$ cat src/rtl/clink_frame_capture_ctrl.sv
// clink_frame_capture_ctrl: aligns to Camera Link frames, packs port-A pixels into wide words and streams them to DRAM
module clink_frame_capture_ctrl #(
  parameter int ADDR_WIDTH = 48,
  parameter int DATA_WIDTH = 128,
  parameter int PIX_WIDTH  = 8,
  parameter int CNT_WIDTH  = 16
) (
  input  logic                  s_axi_aclk,
  input  logic                  s_axi_areset,
  input  logic                  cfg_start,
  input  logic                  cfg_abort,
  input  logic [ADDR_WIDTH-1:0] cfg_base_addr,
  input  logic [CNT_WIDTH-1:0]  cfg_frame_num,
  input  logic [CNT_WIDTH-1:0]  cfg_line_num,
  input  logic [CNT_WIDTH-1:0]  cfg_pixel_num,
  input  logic                  deser_locked,
  input  logic                  pix_valid,
  input  logic                  pix_fval,
  input  logic                  pix_lval,
  input  logic                  pix_dval,
  input  logic [PIX_WIDTH-1:0]  pix_a,
  output logic                  wr_valid,
  input  logic                  wr_ready,
  output logic [ADDR_WIDTH-1:0] wr_addr,
  output logic [DATA_WIDTH-1:0] wr_data,
  output logic                  busy,
  output logic                  done,
  output logic [CNT_WIDTH-1:0]  frame_cnt,
  output logic                  err_overflow,
  output logic                  err_size,
  output logic                  err_lock
);
  localparam int BYTES = DATA_WIDTH / PIX_WIDTH;
  localparam int IW    = $clog2(BYTES);

  typedef enum logic [2:0] {
    st_idle, st_wait_lock, st_wait_fval_low, st_wait_frame, st_capture, st_flush, st_done
  } state_t;

  state_t                  state, state_nx;
  logic                    prev_fval, prev_lval;
  logic [IW-1:0]           idx;
  logic [DATA_WIDTH-1:0]   pack_buf, cur_word;
  logic [ADDR_WIDTH-1:0]   addr_reg;
  logic [CNT_WIDTH-1:0]    line_cnt, pix_line, lines_total, frame_inc;
  logic                    in_run, lock_lost, live, frame_begin, in_cap, frame_end, line_end;
  logic                    accept, word_done, flush, part_emit, emit, frame_last, start_ok;

  assign in_run      = state inside {st_wait_fval_low, st_wait_frame, st_capture, st_flush};
  assign lock_lost   = !cfg_abort && in_run && !deser_locked;
  assign live        = !cfg_abort && !lock_lost;
  assign start_ok    = state == st_idle && cfg_start && !cfg_abort;
  // a frame only begins on a sampled fval rising edge, so capture never starts mid-frame
  assign frame_begin = live && state == st_wait_frame && pix_valid && pix_fval && !prev_fval;
  assign in_cap      = live && state == st_capture && pix_valid;
  assign frame_end   = in_cap && !pix_fval;
  assign line_end    = in_cap && prev_lval && !(pix_fval && pix_lval);
  assign accept      = (frame_begin || in_cap) && pix_fval && pix_lval && pix_dval;
  assign word_done   = accept && idx == IW'(BYTES - 1);
  assign flush       = live && state == st_flush;
  assign part_emit   = flush && idx != '0;
  assign emit        = word_done || part_emit;
  assign frame_inc   = frame_cnt + 1'b1;
  assign frame_last  = frame_inc == cfg_frame_num && cfg_frame_num != '0;
  assign lines_total = line_cnt + CNT_WIDTH'(line_end);

  always_comb begin
    cur_word = pack_buf;
    cur_word[idx*PIX_WIDTH +: PIX_WIDTH] = pix_a;
  end

  always_ff @(posedge s_axi_aclk or posedge s_axi_areset)
    if (s_axi_areset) state <= st_idle;
    else state <= state_nx;

  always_comb begin
    state_nx = state;
    case (state)
      st_idle:          state_nx = cfg_start ? st_wait_lock : st_idle;
      st_wait_lock:     state_nx = deser_locked ? st_wait_fval_low : st_wait_lock;
      st_wait_fval_low: state_nx = (pix_valid && !pix_fval) ? st_wait_frame : st_wait_fval_low;
      st_wait_frame:    state_nx = frame_begin ? st_capture : st_wait_frame;
      st_capture:       state_nx = frame_end ? st_flush : st_capture;
      st_flush:         state_nx = frame_last ? st_done : st_wait_frame;
      default:          state_nx = st_idle;
    endcase
    state_nx = lock_lost ? st_wait_lock : state_nx;
    state_nx = cfg_abort ? st_idle : state_nx;
  end

  always_comb begin
    busy = state != st_idle;
    done = state == st_done;
  end

  always_ff @(posedge s_axi_aclk or posedge s_axi_areset) begin
    if (s_axi_areset) begin
      prev_fval    <= 1'b0;
      prev_lval    <= 1'b0;
      idx          <= '0;
      pack_buf     <= '0;
      addr_reg     <= '0;
      line_cnt     <= '0;
      pix_line     <= '0;
      wr_valid     <= 1'b0;
      wr_addr      <= '0;
      wr_data      <= '0;
      frame_cnt    <= '0;
      err_overflow <= 1'b0;
      err_size     <= 1'b0;
      err_lock     <= 1'b0;
    end else begin
      if (pix_valid) begin
        prev_fval <= pix_fval;
        prev_lval <= pix_lval;
      end
      if (cfg_abort || lock_lost || flush) begin
        pack_buf <= '0;
        idx      <= '0;
      end else if (accept) begin
        pack_buf <= word_done ? '0 : cur_word;
        idx      <= idx + 1'b1;
      end
      // the address advances even for a dropped word so DRAM layout stays positional
      if (emit) begin
        addr_reg <= addr_reg + ADDR_WIDTH'(BYTES);
        if (wr_valid && !wr_ready) err_overflow <= 1'b1;
        else begin
          wr_valid <= 1'b1;
          wr_addr  <= addr_reg;
          wr_data  <= word_done ? cur_word : pack_buf;
        end
      end else if (wr_ready) wr_valid <= 1'b0;
      if (lock_lost) err_lock <= 1'b1;
      if ((line_end && pix_line != cfg_pixel_num) || (frame_end && lines_total != cfg_line_num))
        err_size <= 1'b1;
      if (frame_begin) begin
        line_cnt <= '0;
        pix_line <= CNT_WIDTH'(accept);
      end else if (line_end) begin
        line_cnt <= line_cnt + 1'b1;
        pix_line <= '0;
      end else if (accept) pix_line <= pix_line + 1'b1;
      if (flush) frame_cnt <= frame_inc;
      if (start_ok) begin
        addr_reg     <= cfg_base_addr & ~ADDR_WIDTH'(BYTES - 1);
        frame_cnt    <= '0;
        err_overflow <= 1'b0;
        err_size     <= 1'b0;
        err_lock     <= 1'b0;
      end
    end
  end
endmodule

$ cat config.mk
export PLATFORM = sky130hd
export DESIGN_NAME = clink_frame_capture_ctrl
export DESIGN_NICKNAME = d
export VERILOG_FILES = /design/src/rtl/clink_frame_capture_ctrl.sv
export SDC_FILE = /design/constraint.sdc
export NUM_CORES = 1
export LEC_CHECK = 0
export ABC_AREA = 1
export BUFFER_PORTS_ARGS = -buffer_cell sky130_fd_sc_hd__buf_2
export CAP_MARGIN = 10
export CORE_MARGIN = 4
export CORE_UTILIZATION = 40
export CTS_CLUSTER_SIZE = 20
export DETAILED_ROUTE_END_ITERATION = 10
export REMOVE_ABC_BUFFERS = 1
export SYNTH_ARGS = -nofsm -noshare
export SYNTH_HDL_FRONTEND = slang
export SYNTH_SLANG_ARGS = --single-unit
$ cat constraint.sdc
create_clock -name s_axi_aclk -period 36.4 [get_ports s_axi_aclk]
set_input_delay 7.28 -clock s_axi_aclk [delete_from_list [all_inputs] [get_ports s_axi_aclk]]
set_output_delay 7.28 -clock s_axi_aclk [all_outputs]
set_load 0.02 [all_outputs]
==> metrics.csv <==
metric;value;unit
cts_resized;0;
top_regs;pack_buf (128), wr_data (128);
drc;0;
p_leak;12.5;nW
ys_warn_count;0;
area_growth;16.1;%
fmax;89.1;MHz
drtAntennaViolNets;0;
yosysSeqAreaShare;46.7;%
antenna_cells;0;
clock-root-buffer;clkbuf_16;
synthCells;2867;
maxCapViolCount;0;
rsz0062_at_grt;false;
rows;85;
initial_core_util;40.4;%
arrival;11.70;ns
ir_worst_vdd;0.0000326;V
grt_max_degree;107;
timing.final.ws_setup;25.18;ns
placement.io_buffers;303;
overflow;0;
die_w;241;µm
clock_latency;0.60;ns
htreeDepth;2;
die_area;58000;µm²
crit_fanout;96;
slew-limit-headroom;29.0;%
pre_cts_slack;24.45;ns
status;finished, final reports clean;
design_area;25200;µm²
power_density;46.0;nW/µm²
synth-main-ff-cell;dfrtp_1;
cts_tree;built;
grt_pass1_vias;19500;
synth_edf_count;0;
io_pins;312;
finalCriticalPeriod;11.22;ns
cp-start-kind;input pin;
gp_congestion;0.891;
coreArea;53700;µm²
syn_area_per_cell;7.56;µm²
clock_path_buffers;3;
wl_per_cell;17.3;µm
place_area;23500;µm²
final.setup.tns;0;ns
vias;20200;
cts_made_buffers;47;
dpl.hpwl;44.8;mm
async_reset_ff_share;100;%
end_kind;register;
final-setup-viol-count;0;
finalHoldViolations;0;
crit_type;in2reg;
clkSinkCount;405;
path_clk_slew;0.06;ns
tightest_slew;1.07;ns
syn_area;21700;µm²
antenna_found_initial;1;
slew_viol_final;0;
postCtsHoldBufs;0;
viasPerCell;5.28;
fin_nets;3222;
ys_seq_elements;405;
drt-total-wl;66.1;mm
drt_iter0_drc;1628;
grt_pass1_wl;105;mm
total_power;1.16;mW
grt_util_all_layers;22.2;%
drt_pass1_iterations;5;
worstPathRequired;36.87;ns
period_share;30.8;%
post_cts_buffers;0;
synth.distinct_cells;51;
hp-class;reg2reg;
fillers;5330;
drive_gt1_share;14.5;%
fin_skew;0.0388;ns
die_height;241;µm
-- final cells by class --
class	count	area, µm²	area share [%]
sequential	405	10100	40.3
multi-input combinational	2044	9770	38.8
timing repair buffer	318	1630	6.47
clock buffer	65	1350	5.34
inverter	280	1060	4.21
tap	696	871	3.46
clock inverter	18	358	1.42
-- cells in the final DEF (no fill, tap or decap), types with 39 or more instances in the layout --
cell type,n
a21oi_1,78
buf_2,303
clkbuf_16,48
dfrtp_1,405
inv_1,264
nand2_1,906
nand3_1,147
nand4_1,39
nor2_1,142
nor3_1,55
o21ai_0,287
o21ai_1,113
o22ai_1,68
xor2_1,40
-- per-stage QoR --
step / utilization (%) / std cells / hold slack (ns)
2_1_floorplan: - / 2729 / 0.455
3_3_place_gp: 43.7 / 3743 / 0.458
3_5_place_dp: 43.7 / 3743 / 0.460
4_1_cts: 46.9 / 3826 / 0.476
5_1_grt: 46.9 / 3826 / 0.498
6_report: 46.9 / 3826 / 0.472
-- kinds of logic after synthesis --
family	count (synthesis)	share of synthesized area, %
other cells	1	0.0173
buf+inv	421	8.36
flops	405	46.7
compound gates	605	15.0
mux	15	0.698
simple gates	1351	26.2
xor+xnor	57	2.34
fa+ha+maj	12	0.693
-- cells in the mapped netlist (3+ instances only) --
cell        n  area, µm²
buf_4      20        150
nand2_2     9       56.3
o211ai_1   21        158
xor2_1     40        350
o21ai_0   287       1440
nand3b_1    5       37.5
nor3_2      3       30.0
o21ai_1   113        566
xnor2_1    16        140
buf_1       5       18.8
a21oi_1    78        390
inv_2      12       45.0
nand3_1   147        736
mux2i_1    14        140
nand4_1    39        244
buf_2      52        260
nand2_1   907       3400
nand3_2     8       80.1
dfrtp_1   405      10100
nor3_1     55        275
ha_1       12        150
nor2_4      8       90.1
buf_6      12        135
inv_1     265        995
nor2_1    144        541
nor4_1     10       62.6
o22ai_1    68        425
nor2_2      7       43.8
nor3b_1     4       30.0
a31oi_1    25        156
clkbuf_1   51        191
-- report_power, final --
part	internal [mW]	switching, mW
logic	0.0421	0.0892
clock network	0.323	0.199
registers	0.474	0.0316
total	0.838	0.320
-- metal layers --
layer / track usage (%) / routed length [µm]
met5: 0 / 13
met1: 30.7 / 29300
met4: 6.54 / 1830
met3: 3.93 / 4180
met2: 36.1 / 30700
-- worst paths after layout --
check                                   startpoint                   endpoint  slack, ns  cells after the start
max in group asynchronous             s_axi_areset   pack_buf[19]$_DFFE_PP0P_      27.12                      4
min reg2reg                wr_data[22]$_DFFE_PP0P_    wr_data[22]$_DFFE_PP0P_       0.47                      2
max reg2reg                     state[1]$_DFF_PP0_    wr_data[23]$_DFFE_PP0P_      31.32                     14
min in group asynchronous             s_axi_areset  frame_cnt[14]$_DFFE_PP0P_       6.84                      2
max                                   deser_locked    wr_data[23]$_DFFE_PP0P_      25.18                     15
min                        wr_data[22]$_DFFE_PP0P_    wr_data[22]$_DFFE_PP0P_       0.47                      2
-- critical path: stages --
cell     delay [ns]
buf_2          0.11
inv_1          0.05
nand2_1        0.05
nor2_1         0.21
nor2_2         0.10
nand2_1        0.39
nand2_2        0.16
nand3_4        0.58
nand2_4        0.29
nand2_8        0.45
buf_4          0.71
buf_4          0.90
a21oi_1        0.07
o21ai_0        0.19
nand2_1        0.09
(Power assumes the default switching activity.)
